`src/rtl/uart_tx_arbiter.sv`:
```
// Round-robin arbiter that feeds one byte at a time from N_REQ requesters to a UART transmitter.
// Each frame is tracked through its start bit and its done edge, and is aborted if it never starts.
module uart_tx_arbiter #(
  parameter int N_REQ       = 4,
  parameter int TIMEOUT_CYC = 4096
) (
  input  logic               clk,
  input  logic               rst_n,
  input  logic [N_REQ-1:0]   req,
  input  logic [8*N_REQ-1:0] req_data,
  output logic [N_REQ-1:0]   ack,
  output logic [N_REQ-1:0]   sent,
  output logic               err,
  output logic               busy,
  output logic [2:0]         grant_id,
  output logic               data_update,
  output logic [7:0]         din_tx,
  input  logic               tx_line,
  input  logic               done_tx
);

  localparam int              CNT_W    = (TIMEOUT_CYC > 2) ? $clog2(TIMEOUT_CYC) : 1;
  localparam logic [CNT_W-1:0] CNT_LAST = CNT_W'(TIMEOUT_CYC - 1);
  localparam logic [N_REQ-1:0] ONE      = {{(N_REQ-1){1'b0}}, 1'b1};
  localparam logic [2:0]       LAST_RST = 3'(N_REQ - 1);

  typedef enum logic [1:0] {
    IDLE,
    START,
    WAIT_DONE
  } state_t;

  state_t             state_q, state_d;
  logic [2:0]         last_q, last_d;
  logic [2:0]         grant_q, grant_d;
  logic [7:0]         din_q, din_d;
  logic               dup_q, dup_d;
  logic [N_REQ-1:0]   ack_q, ack_d;
  logic [N_REQ-1:0]   sent_q, sent_d;
  logic               err_q, err_d;
  logic [CNT_W-1:0]   cnt_q, cnt_d;
  logic               done_q;

  logic               sel_found;
  logic [2:0]         sel_idx;
  logic [7:0]         sel_byte;

  // Search starts one past the last grant, so a held request cannot starve the others.
  always_comb begin
    sel_found = 1'b0;
    sel_idx   = '0;
    sel_byte  = '0;
    for (int off = 1; off <= N_REQ; off++) begin
      for (int i = 0; i < N_REQ; i++) begin
        if (!sel_found && req[i] && (((int'(last_q) + off) % N_REQ) == i)) begin
          sel_found = 1'b1;
          sel_idx   = 3'(i);
          sel_byte  = req_data[8*i +: 8];
        end
      end
    end
  end

  always_comb begin
    state_d = state_q;
    last_d  = last_q;
    grant_d = grant_q;
    din_d   = din_q;
    dup_d   = dup_q;
    ack_d   = '0;
    sent_d  = '0;
    err_d   = 1'b0;
    cnt_d   = cnt_q;
    case (state_q)
      IDLE: begin
        if (sel_found) begin
          din_d   = sel_byte;
          grant_d = sel_idx;
          last_d  = sel_idx;
          ack_d   = ONE << sel_idx;
          dup_d   = 1'b1;
          cnt_d   = '0;
          state_d = START;
        end
      end
      START: begin
        // A start bit seen on the final timeout cycle still counts as a start.
        if (!tx_line) begin
          dup_d   = 1'b0;
          state_d = WAIT_DONE;
        end else if (cnt_q == CNT_LAST) begin
          dup_d   = 1'b0;
          err_d   = 1'b1;
          state_d = IDLE;
        end else begin
          cnt_d = cnt_q + 1'b1;
        end
      end
      WAIT_DONE: begin
        // Only a fresh rising edge of done_tx completes the frame.
        if (done_tx && !done_q) begin
          sent_d  = ONE << grant_q;
          state_d = IDLE;
        end
      end
      default: state_d = IDLE;
    endcase
  end

  always_ff @(posedge clk or negedge rst_n) begin
    if (!rst_n) begin
      state_q <= IDLE;
      last_q  <= LAST_RST;
      grant_q <= '0;
      din_q   <= '0;
      dup_q   <= 1'b0;
      ack_q   <= '0;
      sent_q  <= '0;
      err_q   <= 1'b0;
      cnt_q   <= '0;
      done_q  <= 1'b0;
    end else begin
      state_q <= state_d;
      last_q  <= last_d;
      grant_q <= grant_d;
      din_q   <= din_d;
      dup_q   <= dup_d;
      ack_q   <= ack_d;
      sent_q  <= sent_d;
      err_q   <= err_d;
      cnt_q   <= cnt_d;
      done_q  <= done_tx;
    end
  end

  assign ack         = ack_q;
  assign sent        = sent_q;
  assign err         = err_q;
  assign busy        = (state_q != IDLE);
  assign grant_id    = grant_q;
  assign data_update = dup_q;
  assign din_tx      = din_q;

endmodule

```
`config.mk`:
```
export PLATFORM = sky130hd
export DESIGN_NAME = uart_tx_arbiter
export DESIGN_NICKNAME = d
export VERILOG_FILES = /design/src/rtl/uart_tx_arbiter.sv
export SDC_FILE = /design/constraint.sdc
export NUM_CORES = 1
export LEC_CHECK = 0
export CORE_MARGIN = 4
export CORE_UTILIZATION = 53
export CTS_BUF_LIST = sky130_fd_sc_hd__clkbuf_8
export DETAILED_ROUTE_END_ITERATION = 8
export MAX_ROUTING_LAYER = met4
export PLACE_DENSITY = 0.83
export SLEW_MARGIN = 0
export SYNTH_ARGS = -nofsm -noshare
export SYNTH_HDL_FRONTEND = slang
export SYNTH_SLANG_ARGS = --single-unit
```
`constraint.sdc`:
```
create_clock -name clk -period 2.3 [get_ports clk]
set_input_delay 0.46 -clock clk [delete_from_list [all_inputs] [get_ports clk]]
set_output_delay 0.46 -clock clk [all_outputs]
set_load 0.02 [all_outputs]
```
# Yosys cells after proc, flatten, opt, wreduce, memory -nomap -nowiden
# Cells that the tools add are included.
dict set report totals {
  ff_bits 38
  in_bits 40
  out_inout_bits 22
  word_cells 171
}
dict set report op_classes {
  addsub 5
  n_eq_ne 20
  shifts 2
  muxes 67
  n_bitwise 4
  n_reduce_logical 63
}
# cell n
set ops {}
lappend ops {{32-bit logical NOT} 4}
lappend ops {{8-bit 2-to-1 mux} 16}
lappend ops {{3-bit 2-to-1 mux} 14}
lappend ops {{12-bit 2-to-1 mux} 3}
lappend ops {{1-bit logical AND} 32}
lappend ops {{3-bit equality test (second input constant)} 8}
lappend ops {{12-bit case mux with 2 select lines} 1}
lappend ops {{1-bit 2-to-1 mux} 23}
lappend ops {{1-bit logical NOT} 16}
lappend ops {{4-bit 2-to-1 mux} 4}
lappend ops {{12-bit by 1-bit adder with 12-bit output (second input constant)} 1}
lappend ops {{12-bit equality test (second input constant)} 1}
lappend ops {{3-bit by 2-bit equality test with 1-bit output (second input constant)} 4}
lappend ops {{2-bit 2-to-1 mux} 4}
lappend ops {{2-bit != test (second input constant)} 4}
lappend ops {{2-bit OR reduction} 4}
lappend ops {{1-bit by 3-bit << shifter with 4-bit output (first input constant)} 2}
lappend ops {{2-bit case mux with 3 select lines} 1}
lappend ops {{3-bit AND reduction} 2}
lappend ops {{2-bit by 1-bit adder with 2-bit output (second input constant)} 2}
lappend ops {{2-bit adder (second input constant)} 2}
lappend ops {{1-bit bitwise AND (first input constant)} 4}
lappend ops {{4-bit AND reduction} 1}
lappend ops {{2-bit nonzero test} 2}
lappend ops {{6 further kinds} 6}

# Logic depth before layout (Yosys ltp)
# Gate-level depths: netlist of the first run.
dict set report depth {
  word_depth 69
  mapped_depth 8
  mapped_depth_nobuf 6
}

# Worst setup path after synthesis of the first run
# No wires, ideal clock.
dict set report synth_path {
  kind {input port to flip-flop}
  from {input req[2]}
  to {register din_q[4], in the netlist din_tx[4]}
  setup_ps 126
  t_arrival_ps 1860
  required_time_ps 2174
  setup_slack_ps 314
  stages 7
  n_path_buf 2
  path_cell_list {buf_4 or4b_1 or2_1 clkbuf_1 o32ai_1 a2111oi_0 a2bb2oi_1}
}
dict set report synth_between {
  elab_chain_len 56
  elab_cells_between_ends 70
  classes_between {28 x mux; 42 x reduce/logical}
}
# item line
set synth_rtl {}
lappend synth_rtl {{start, declared} 9} ;# input logic [N_REQ-1:0] req,
lappend synth_rtl {{1-bit logical AND (2 in series)} 55} ;# if (!sel_found && req[i] && (((int'(last_q) + off) % N_REQ) == i)) begin
lappend synth_rtl {{1-bit 2-to-1 mux} 55}
lappend synth_rtl {{1-bit logical NOT} 55}
lappend synth_rtl {{1-bit logical AND (2 in series)} 55}
lappend synth_rtl {{1-bit 2-to-1 mux} 55}
lappend synth_rtl {{1-bit logical NOT} 55}
lappend synth_rtl {{1-bit logical AND (2 in series)} 55}
lappend synth_rtl {{1-bit 2-to-1 mux} 55}
lappend synth_rtl {{[... 35 more ...]} -}
lappend synth_rtl {{1-bit 2-to-1 mux} 55}
lappend synth_rtl {{1-bit logical NOT} 55}
lappend synth_rtl {{1-bit logical AND (2 in series)} 55}
lappend synth_rtl {{1-bit 2-to-1 mux} 55}
lappend synth_rtl {{1-bit logical NOT} 55}
lappend synth_rtl {{1-bit logical AND (2 in series)} 55}
lappend synth_rtl {{1-bit 2-to-1 mux} 55}
lappend synth_rtl {{2-bit AND reduction (no line)} -}
lappend synth_rtl {{end signal, assigned} 126} ;# din_q <= din_d;
lappend synth_rtl {{end, declared} 36} ;# logic [7:0] din_q, din_d;
# Several ways; a longest one is shown, not always the timed one.
# A chain may end at the register's enable or synchronous reset.

# Final worst setup path of the first run
dict set report layout_path {
  from {register last_q[0]}
  to {register din_q[1], in the netlist din_tx[1]}
}
dict set report layout_between {
  elab_chain_len 67
  elab_cells_between_ends 107
  classes_between {4 x add/sub; 12 x eq/ne; 32 x mux; 4 x bitwise; 55 x reduce/logical}
}
# item line
set layout_rtl {}
lappend layout_rtl {{start, declared} 34} ;# logic [2:0] last_q, last_d;
lappend layout_rtl {{start signal, assigned} 124} ;# last_q <= last_d;
lappend layout_rtl {{2-bit by 1-bit adder with 2-bit output} 55}
lappend layout_rtl {{2-bit OR reduction (no line)} -}
lappend layout_rtl {{1-bit bitwise AND (no line)} -}
lappend layout_rtl {{32-bit logical NOT} 55}
lappend layout_rtl {{1-bit logical AND} 55}
lappend layout_rtl {{1-bit 2-to-1 mux} 55}
lappend layout_rtl {{1-bit logical NOT} 55}
lappend layout_rtl {{1-bit logical AND (2 in series)} 55}
lappend layout_rtl {{[... 48 more ...]} -}
lappend layout_rtl {{1-bit 2-to-1 mux} 55}
lappend layout_rtl {{1-bit logical NOT} 55}
lappend layout_rtl {{1-bit logical AND (2 in series)} 55}
lappend layout_rtl {{1-bit 2-to-1 mux} 55}
lappend layout_rtl {{1-bit logical NOT} 55}
lappend layout_rtl {{1-bit logical AND (2 in series)} 55}
lappend layout_rtl {{1-bit 2-to-1 mux} 55}
lappend layout_rtl {{2-bit AND reduction (no line)} -}
# Several ways; a longest one is shown, not always the timed one.

==> impl_metrics.toml, run 1 <==
[outcome]
outcome = "complete, no violations"

[timing]
rsz0062_at_grt = "no"
setup_viol = 0
report.final.slew_viol_count = 0
fin_skew_ns = 0.007218
tightest_slew_ns = 0.8357
fmax_mhz = 455.7
finalHoldViolCount = 0
fin_crit_ns = 2.194
fin_crit_sh_pct = 95.41
fin_ws_ns = 0.1055
slew_headroom_pct = 44.28

[clock_tree]
clk_pin_slew_ns = 0.08
cts_buffer_depth = 2
cts_setup_buffers = 0
cts-root-buf = "clkbuf_8"
cts_tree = "done"
numCtsBuffers = 5
insertion_delay_ns = 0.30
htree_levels = 2
hold_buffers = 0
clock-sinks = 37

[logic_synthesis]
syn_area_per_cell_sq_um = 8.203
async_reset_ff_share_pct = 100.0
synth.top_cells.by_area = "dfrtp_1 30%, nand2_1 4.6%, nor2_1 3.9%"
synth-edff-count = 0
synthFlopType = "dfrtp_1"
syn_area_sq_um = 2920
synth_area_leader_cell = "dfrtp_1"
synthCells = 356
synth_cell_type_count = 72
synthMostInstantiatedCell = "nand2_1"
post-synth-top-area-fraction_pct = 29.99
synth_nets = 397
ys_seq_elements = 37
synth.cells.most_frequent = "36 x nand2_1, 35 x dfrtp_1, 30 x nor2_1"
yosysSeqAreaShare_pct = 31.79
ys_warn_count = 0

[placed_design]
portBuffers = 60
place.gp.congestion = 1.017
post-dp-hpwl_mm = 7.335
place_ws_ns = -0.3158

[global_routing]
antenna_found_initial = 0
grt_pass1_vias = 3188
grt_usage_pct = 29.49
grt_max_degree = 38
overflow = 0
grt_first_pass_wirelength_mm = 14.89

[worst_setup_path]
cp-start-kind = "flip-flop"
worstReg2RegEnd = "din_tx[1]"
r2r_slack_ns = 0.11
path_max_fanout = 16
timing.rr.start = "last_q[0]"
crit_path_start = "last_q[0]"
crit_required_ns = 2.53
cp.arrival_ns = 2.42
r2r_cells = 5
endpoint_kind = "flip-flop"
worstSetupEndpoint = "din_tx[1]"
critical_path_class = "reg2reg"

[floorplan]
die_y_um = 82.23
rows = 26
initial_core_util_pct = 55.76
ios = 62
die_w_um = 82.23
die_area_sq_um = 6762
core_sq_um = 5238

[min_path]
min_path_type = "in2async"

[layout]
fill_cells = 379
n_antenna_cell = 0
area_delta_synth_final_pct = 42.37
drive_gt1_share_pct = 21.28
fin_util_pct = 79.38
final_nets = 510

[pwr]
peakVddDrop_uv = 535.2
switchingPower_mw = 1.562
p_comb_share_pct = 56.0
power_density_nw_per_um2 = 943.3
netSwitchingFraction_pct = 39.82
clkPwrFrac_pct = 17.8
p_leak_nw = 1.784
sequentialPowerShare_pct = 26.2
p_int_mw = 2.360

[detailed_routing]
dr.pass1.iters = 7
drc = 0
ant_nets = 0
wire_per_inst_um = 17.66
vias = 3358
drt_first_iter_violations = 324
routed_via_density = 6.219
wirelength_mm = 9.534

[flow_run]
drv_cap = 0
-- per-stage QoR --
| step | power [mW] | cells | setup TNS (ns) | instance area (sq um) | hold WS, ns |
|---|---|---|---|---|---|
| floorplan | 2.205 | 356 | 0 | 2920 | 0.1644 |
| global placement | 3.125 | 532 | -1.836 | 4008 | 0.5002 |
| detailed placement | 3.177 | 532 | -3.083 | 4008 | 0.5195 |
| CTS | 3.880 | 540 | 0 | 4144 | 0.2823 |
| global route | 4.133 | 540 | 0 | 4158 | 0.3259 |
| finish | 3.922 | 540 | 0 | 4158 | 0.2521 |
-- cells by family (layout without fill, tap and decap cells) --
logic type	Yosys count	count (layout)	synth area share, %
muxes	5	5	2.271
adders and majority gates	1	1	0.4284
other	1	1	0.1284
DFF	37	37	31.79
xor gates and xnor gates	8	8	2.399
AOI/OAI and AO/OA	100	100	24.55
buffers and inverters	36	150	6.084
and+or+nand+nor	168	168	32.35
-- cells in the final DEF, fill, tap and decap left out, types with 4 or more instances in the layout --
master	instances
a22oi_1	10
xnor2_1	7
a221oi_1	10
nand2_1	36
o22ai_1	9
nand3_1	13
a211oi_1	7
and3b_1	6
nand2b_1	10
buf_4	73
a31oi_1	5
o21ai_0	19
a21oi_1	9
nor2_1	30
nor3b_1	4
nor3_1	17
inv_1	8
clkbuf_8	5
and2_1	4
clkdlybuf4s50_1	55
or2_1	4
or3_1	5
and3_1	4
nor4_1	6
dfrtp_1	35
-- sequential cells by signal, indices dropped and copies added (netlist names) --
signal	count
din_tx	8
grant_id	2
cnt_q	12
done_q	1
err	1
last_q	2
state_q	2
data_update	1
sent	4
ack	4
-- metal layers --
layer	GRT usage [%]	routed length (um)	vias up
li1	-	-	1581
met5	-	0	-
met3	4.664	823	37
met1	35.95	3781	1558
met2	48.56	4616	182
met4	12.13	313	0
-- how the worst min path moves through the flow --
stage	to	slack, ns	cells after the start	from
finish	din_tx[3]	0.25	1	rst_n
CTS	din_tx[7]	0.28	1	rst_n
floorplan	ack[0]	0.16	0	rst_n
global placement	sent[1]	0.50	1	grant_id[1]
global route	cnt_q[11]	0.33	1	rst_n
detailed placement	din_tx[5]	0.52	2	din_tx[5]
-- critical path, stage by stage (launching register included) --
cell	delay [ns]
dfstp_2	0.73
or4b_1	0.57
o22ai_1	0.34
a221oi_1	0.10
nor4bb_2	0.20
o22ai_1	0.17
-- what timing repair did --
item | in CTS | in global routing
endpoints found under the setup margin | 1 | 8
hold endpoints to repair | 0 | 0
resized for setup | 1 | 5
-- area by class of cell --
class | count | area, sq um | share of cell area [%]
Clock buffer | 5 | 68.82 | 1.655
Clock inverter | 3 | 68.82 | 1.655
Inverter | 9 | 33.78 | 0.8125
Multi-Input combinational cell | 283 | 1821 | 43.79
Sequential cell | 37 | 928.4 | 22.33
Tap cell | 70 | 87.58 | 2.107
Timing Repair Buffer | 133 | 1150 | 27.66
-- power groups by stage --
stage,combinational [mW],clock (mW),sequential [mW]
6_report,2.20,0.698,1.03
5_1_grt,2.35,0.728,1.05
4_1_cts,2.16,0.698,1.02
3_5_place_dp,2.14,0,1.03
3_3_place_gp,2.10,0,1.02
2_1_floorplan,1.10,0,1.10
No activity file was read; power rests on OpenSTA's default activity.
==> inputs of run 2 (changes only) <==
--- a/config.mk
+++ b/config.mk
@@ -5,8 +5,9 @@
 export SDC_FILE = /design/constraint.sdc
 export NUM_CORES = 1
 export LEC_CHECK = 0
+export ABC_AREA = 1
 export CORE_MARGIN = 4
-export CORE_UTILIZATION = 53
+export CORE_UTILIZATION = 54
 export CTS_BUF_LIST = sky130_fd_sc_hd__clkbuf_8
 export DETAILED_ROUTE_END_ITERATION = 8
 export MAX_ROUTING_LAYER = met4
==> constraint.sdc (replaced) <==
create_clock -name clk -period 2.2 [get_ports clk]
set_input_delay 0.44 -clock clk [delete_from_list [all_inputs] [get_ports clk]]
set_output_delay 0.44 -clock clk [all_outputs]
set_load 0.02 [all_outputs]
==> run 2 against run 1 <==
  * The run now ends with negative setup slack left
  * Power up 45%
  * Die area is 2.8% higher
  * Core utilization grew 6.3 points
  * Routed wire length rose by 27%
  * Cell area rose by 14%
  * Clock power fell by 31%
  * Count of clock-buffer cells in the layout did not move
  * Largest cell class unchanged
==> impl_metrics.toml, run 2 <==
[floorplan]
die_y_um = 83.39
ios = 62
die_area_sq_um = 6954
core_sq_um = 5507
rows = 27
initial_core_util_pct = 55.74
die_w_um = 83.39

[clock_tree]
clk_pin_slew_ns = 0.08
numCtsBuffers = 5
cts_buffer_depth = 2
cts_tree = "done"
insertion_delay_ns = 0.30
htree_levels = 2
cts-root-buf = "clkbuf_8"
clock-sinks = 37

[layout]
n_antenna_cell = 0
final_common_cell = "nor2_1"
final_nets = 669
fin_area_sq_um = 4721
fin_cells = 701
final_cell_mix = "127 x nor2_1, 110 x nand2_1, 67 x buf_4"
largest_register_ffs = 12
area_delta_synth_final_pct = 53.81
drive_gt1_share_pct = 24.32
regMostFlops = "cnt_q"

[worst_setup_path]
slowest_stage = "dfstp_2"
slowest_delay_ns = 0.64
path_max_fanout = 6
critical_path_class = "reg2reg"
crit_required_ns = 2.38
cp.arrival_ns = 2.71
path_cells = "nor2_4 > nand2_2 > buf_4 > nand3_4 > nor2_8 > nand4_4 > nor2_4 > nand4_4 > nor3_4 > nand4_1 > nand2_4 > buf_12 > nand2_4 > nand2_1 > nand2_1"
endpoint_kind = "flip-flop"
cp-start-kind = "flip-flop"

[logic_synthesis]
post-synth-top-area-fraction_pct = 28.54
ys_seq_elements = 37
synth_nets = 526
syn_area_per_cell_sq_um = 6.328
synth.top_cells.by_area = "dfrtp_1 29%, nor2_1 17%, nand2_1 14%"
yosysSeqAreaShare_pct = 30.25
synth.cells.most_frequent = "137 x nor2_1, 115 x nand2_1, 53 x inv_1"
syn_area_sq_um = 3069
synth_area_leader_cell = "dfrtp_1"
synthMostInstantiatedCell = "nor2_1"
synth_cell_type_count = 38
synthCells = 485
ys_warn_count = 0
synth-edff-count = 0
async_reset_ff_share_pct = 100.0
synthFlopType = "dfrtp_1"

[min_path]
min_path_type = "reg2reg"

[timing]
setup_viol = 30
fin_crit_ns = 2.526
finalHoldViolCount = 0
rsz0062_at_grt = "yes"
fin_setup_tns_ns = -7.999
fin_ws_ns = -0.3257
fin_skew_ns = 0.007479
fmax_mhz = 395.9
report.final.slew_viol_count = 0
fin_crit_sh_pct = 114.8
holdWs_ns = 0.4960

[placed_design]
dpl.cell_count = 675
place.gp.congestion = 0.9524
portBuffers = 60
place_area_sq_um = 4278
post-dp-hpwl_mm = 8.138

[detailed_routing]
drc = 0
routed_via_density = 5.879
ant_nets = 0
wirelength_mm = 12.07
wire_per_inst_um = 17.22
vias = 4121
drt_first_iter_violations = 545
dr.pass1.iters = 5

[global_routing]
met1_usage_pct = 38.68
top_usage_layer = "met2"
grt_max_degree = 38
grt_pass1_vias = 3941
grt_use_met2_pct = 56.78
grt_usage_pct = 33.23
use_met3_pct = 5.159
antenna_found_initial = 0
grt_first_pass_wirelength_mm = 18.39
overflow = 0

[pwr]
peakVddDrop_uv = 1199
p_leak_nw = 2.339
power_density_nw_per_um2 = 1208
finalPower_mw = 5.702

[outcome]
outcome = "finished, violations left"
violations = "negative setup slack"

[flow_run]
drv_cap = 0
-- run 2: cell types whose count changed after synthesis, moves of 9 or more --
cell and delta:
nor2_1 +107, nand2_1 +79, inv_1 +45, nand3_1 +38
nand4_1 +19, o21ai_0 -15, nor3_1 -12, a221oi_1 -10
a22oi_1 -10, clkbuf_1 -10, nand2b_1 -10, o22ai_1 -9
-- run 2: cell type report --
type	instances	area, sq um
inverter	60	245.2
timing repair buffer	142	1348
multi-input combinational	382	2023
fill	307	785.8
clock inverter	3	17.52
sequential	37	928.4
clock buffer	5	68.82
tap	72	90.09
-- run 2: worst paths after layout --
kind	start	endpoint	slack [ns]	depth (start not counted)
max	last_q[1]	cnt_q[7]	-0.33	15
min	din_tx[0]	din_tx[0]	0.50	2
max reg2reg	last_q[1]	cnt_q[7]	-0.33	15
min reg2reg	din_tx[0]	din_tx[0]	0.50	2
max in group asynchronous	rst_n	last_q[0]	1.27	2
min in group asynchronous	rst_n	sent[3]	0.56	2
-- run 2: logic make-up (layout without fill, tap and decap cells) --
logic type / count (synthesis) / in the layout / share of synthesized area (%)
buffers and inverters: 67 / 210 / 9.295
XOR/XNOR: 8 / 8 / 2.283
AND/OR/NAND/NOR: 360 / 361 / 55.44
other: 1 / 1 / 0.1222
AO/OA/AOI/OAI: 11 / 11 / 2.201
flip-flops: 37 / 37 / 30.25
adder cells (fa/ha/maj): 1 / 1 / 0.4076
-- run 2: layer usage --
| layer | vias up | share of wire [%] |
|---|---|---|
| li1 | 1832 | - |
| met1 | 1897 | 37 |
| met2 | 317 | 49 |
| met3 | 75 | 9.4 |
| met4 | 0 | 4.8 |
| met5 | - | 0 |
-- run 2: power by group --
group | internal [mW] | total (mW) | switching (mW)
logic | 1.88 | 4.18 | 2.30
registers | 0.879 | 1.04 | 0.160
clock network | 0.219 | 0.482 | 0.263
total | 2.98 | 5.70 | 2.73
-- run 2: critical path: cells and delay by family, from the launching register on --
kind,cells,cell delay [ns]
DFF,1,0.64
buffers and inverters,2,0.25
and+or+nand+nor,13,1.49
-- run 2: repair_timing --
item,in CTS,in global routing
pin swaps,8,8
gates cloned,1,1
gates resized for setup,21,28
hold buffers,0,0
setup endpoints to repair,30,30
buffers inserted,8,8
-- run 2: per-stage QoR --
stage,util (%),setup slack (ns)
2_1_floorplan,-,-0.009733
3_3_place_gp,77.69,-0.4810
3_5_place_dp,77.69,-0.5064
4_1_cts,82.41,-0.1253
5_1_grt,85.73,-0.4621
6_report,85.73,-0.3257
==> inputs of run 3 (changes only) <==
--- a/config.mk
+++ b/config.mk
@@ -6,13 +6,15 @@
 export NUM_CORES = 1
 export LEC_CHECK = 0
 export ABC_AREA = 1
+export CAP_MARGIN = 20
 export CORE_MARGIN = 4
-export CORE_UTILIZATION = 54
+export CORE_UTILIZATION = 55
 export CTS_BUF_LIST = sky130_fd_sc_hd__clkbuf_8
 export DETAILED_ROUTE_END_ITERATION = 8
 export MAX_ROUTING_LAYER = met4
-export PLACE_DENSITY = 0.83
+export PLACE_DENSITY = 0.85
 export SLEW_MARGIN = 0
 export SYNTH_ARGS = -nofsm -noshare
 export SYNTH_HDL_FRONTEND = slang
 export SYNTH_SLANG_ARGS = --single-unit
+export TNS_END_PERCENT = 20
==> constraint.sdc (replaced) <==
create_clock -name clk -period 3.28 [get_ports clk]
set_input_delay 0.656 -clock clk [delete_from_list [all_inputs] [get_ports clk]]
set_output_delay 0.656 -clock clk [all_outputs]
set_load 0.02 [all_outputs]
==> run 3 against run 2 <==
  * The flow now finishes without violations
  * Via count is 16% lower
  * Non-clock buffer count decreased by 70
  * First-iteration DRC count shrank 42%
  * Global-route usage is 3.0 points lower
  * Core utilization is 12 points lower
  * Largest power group unchanged
==> impl_metrics.toml, run 3 (synthesis gave the netlist of run 2 again) <==
[outcome]
outcome = "complete, no violations"

[worst_setup_path]
crit_required_ns = 3.45
path_cells = "clkdlybuf4s50_1 > clkinv_2 > nor2_2 > nor3_1 > buf_4 > nand4_2 > nand4_1 > nor3b_1 > nand3_2 > nand2_2 > o21ai_0"
r2r_cells = 10
cp-start-kind = "primary input"
worstReg2RegEnd = "grant_id[1]"
timing.rr.start = "last_q[1]"
slowest_delay_ns = 0.52
cp.arrival_ns = 3.14
endpoint_kind = "flip-flop"
path_max_fanout = 10
slowest_stage = "clkdlybuf4s50_1"
r2r_slack_ns = 0.67
crit_path_start = "req[3]"
critical_path_class = "in2reg"
worstSetupEndpoint = "grant_id[1]"

[timing]
rsz0062_at_grt = "no"
tightest_slew_ns = 0.5807
setup_viol = 0
fin_skew_ns = 0.004691
fmax_mhz = 336.7
finalHoldViolCount = 0
holdWs_ns = 0.4827
report.final.slew_viol_count = 0
fin_ws_ns = 0.3096
fin_crit_ns = 2.970
slew_headroom_pct = 61.14
fin_setup_tns_ns = 0
fin_crit_sh_pct = 90.56

[layout]
fill_cells = 445
area_delta_synth_final_pct = 26.78
seqCellArea_sq_um = 928.4
regMostFlops = "cnt_q"
multi_input_area_sq_um = 1856
fin_cells = 628
n_antenna_cell = 0
largest_register_ffs = 12
drive_gt1_share_pct = 9.857
final_nets = 598
final_common_cell = "nor2_1"
final_cell_mix = "137 x nor2_1, 115 x nand2_1, 60 x clkdlybuf4s50_1"

[global_routing]
overflow = 0
grt_max_degree = 38
grt_usage_pct = 30.24
antenna_found_initial = 0
grt_first_pass_wirelength_mm = 15.55
grt_pass1_vias = 3274

[detailed_routing]
wire_per_inst_um = 14.93
ant_nets = 0
drc = 0
vias = 3470
drt_first_iter_violations = 316
routed_via_density = 5.525
wirelength_mm = 9.378
dr.pass1.iters = 5

[clock_tree]
cts_setup_buffers = 0
hold_buffers = 0
cts_buffer_depth = 2
htree_levels = 2
cts_tree = "done"
insertion_delay_ns = 0.29
clk_pin_slew_ns = 0.08
clock-sinks = 37
ctsResizeCount = 0
cts-root-buf = "clkbuf_8"
numCtsBuffers = 5

[min_path]
min_path_type = "reg2reg"
min_path_cells = 2

[placed_design]
place_ws_ns = 0.07268
portBuffers = 60
post-dp-hpwl_mm = 7.504
dpl.cell_count = 620
place.gp.congestion = 0.9935

[floorplan]
die_y_um = 82.70
ios = 62
initial_core_util_pct = 58.24
core_sq_um = 5270
die_area_sq_um = 6839
rows = 26
die_w_um = 82.70

[pwr]
power_density_nw_per_um2 = 752.0
p_leak_nw = 1.928
peakVddDrop_uv = 625.4

[flow_run]
drv_cap = 0
-- run 3: worst min path at each step --
stage	startpoint	end	slack, ns
2_1_floorplan	rst_n	ack[0]	0.36
3_3_place_gp	din_tx[7]	din_tx[7]	0.47
3_5_place_dp	din_tx[7]	din_tx[7]	0.47
4_1_cts	din_tx[7]	din_tx[7]	0.49
5_1_grt	din_tx[7]	din_tx[7]	0.53
6_report	din_tx[7]	din_tx[7]	0.48
-- run 3: stage by stage --
stage	utilization [%]	area (sq um)	total power, mW
after floorplan	-	3069	1.988
after global placement	72.20	3805	2.548
after detailed placement	72.20	3805	2.601
after CTS	73.84	3891	2.914
after global routing	73.84	3891	3.187
final	73.84	3891	2.926
-- run 3: cell type report --
class	instances	share of cell area, %
flip-flops and latches	37	23.86
clock buffers	5	1.768
repair buffers	72	18.07
well taps	70	2.251
clock inverters	3	0.4502
multi-input cells	381	47.68
inverters	60	5.916
-- run 3: report_power, final --
group	switching [mW]	internal (mW)	leakage, nW
combinational	1.20	0.722	1.40
sequential	0.103	0.590	0.482
clock	0.163	0.146	0.0439
-- run 3: routing by layer --
layer	vias up	track usage (%)	share of wire, %	wire, um
met5	-	-	0	0
met4	0	5.065	1.2	110
met3	19	4.230	7.9	744
met2	174	49.92	47	4416
met1	1591	40.33	44	4106
li1	1686	-	-	-
-- run 3: worst max-delay path, delay by kind of cell --
| family | cells | cell delay, ns |
|---|---|---|
| simple gates | 7 | 1.50 |
| buf+inv | 3 | 0.88 |
| compound gates | 1 | 0.10 |
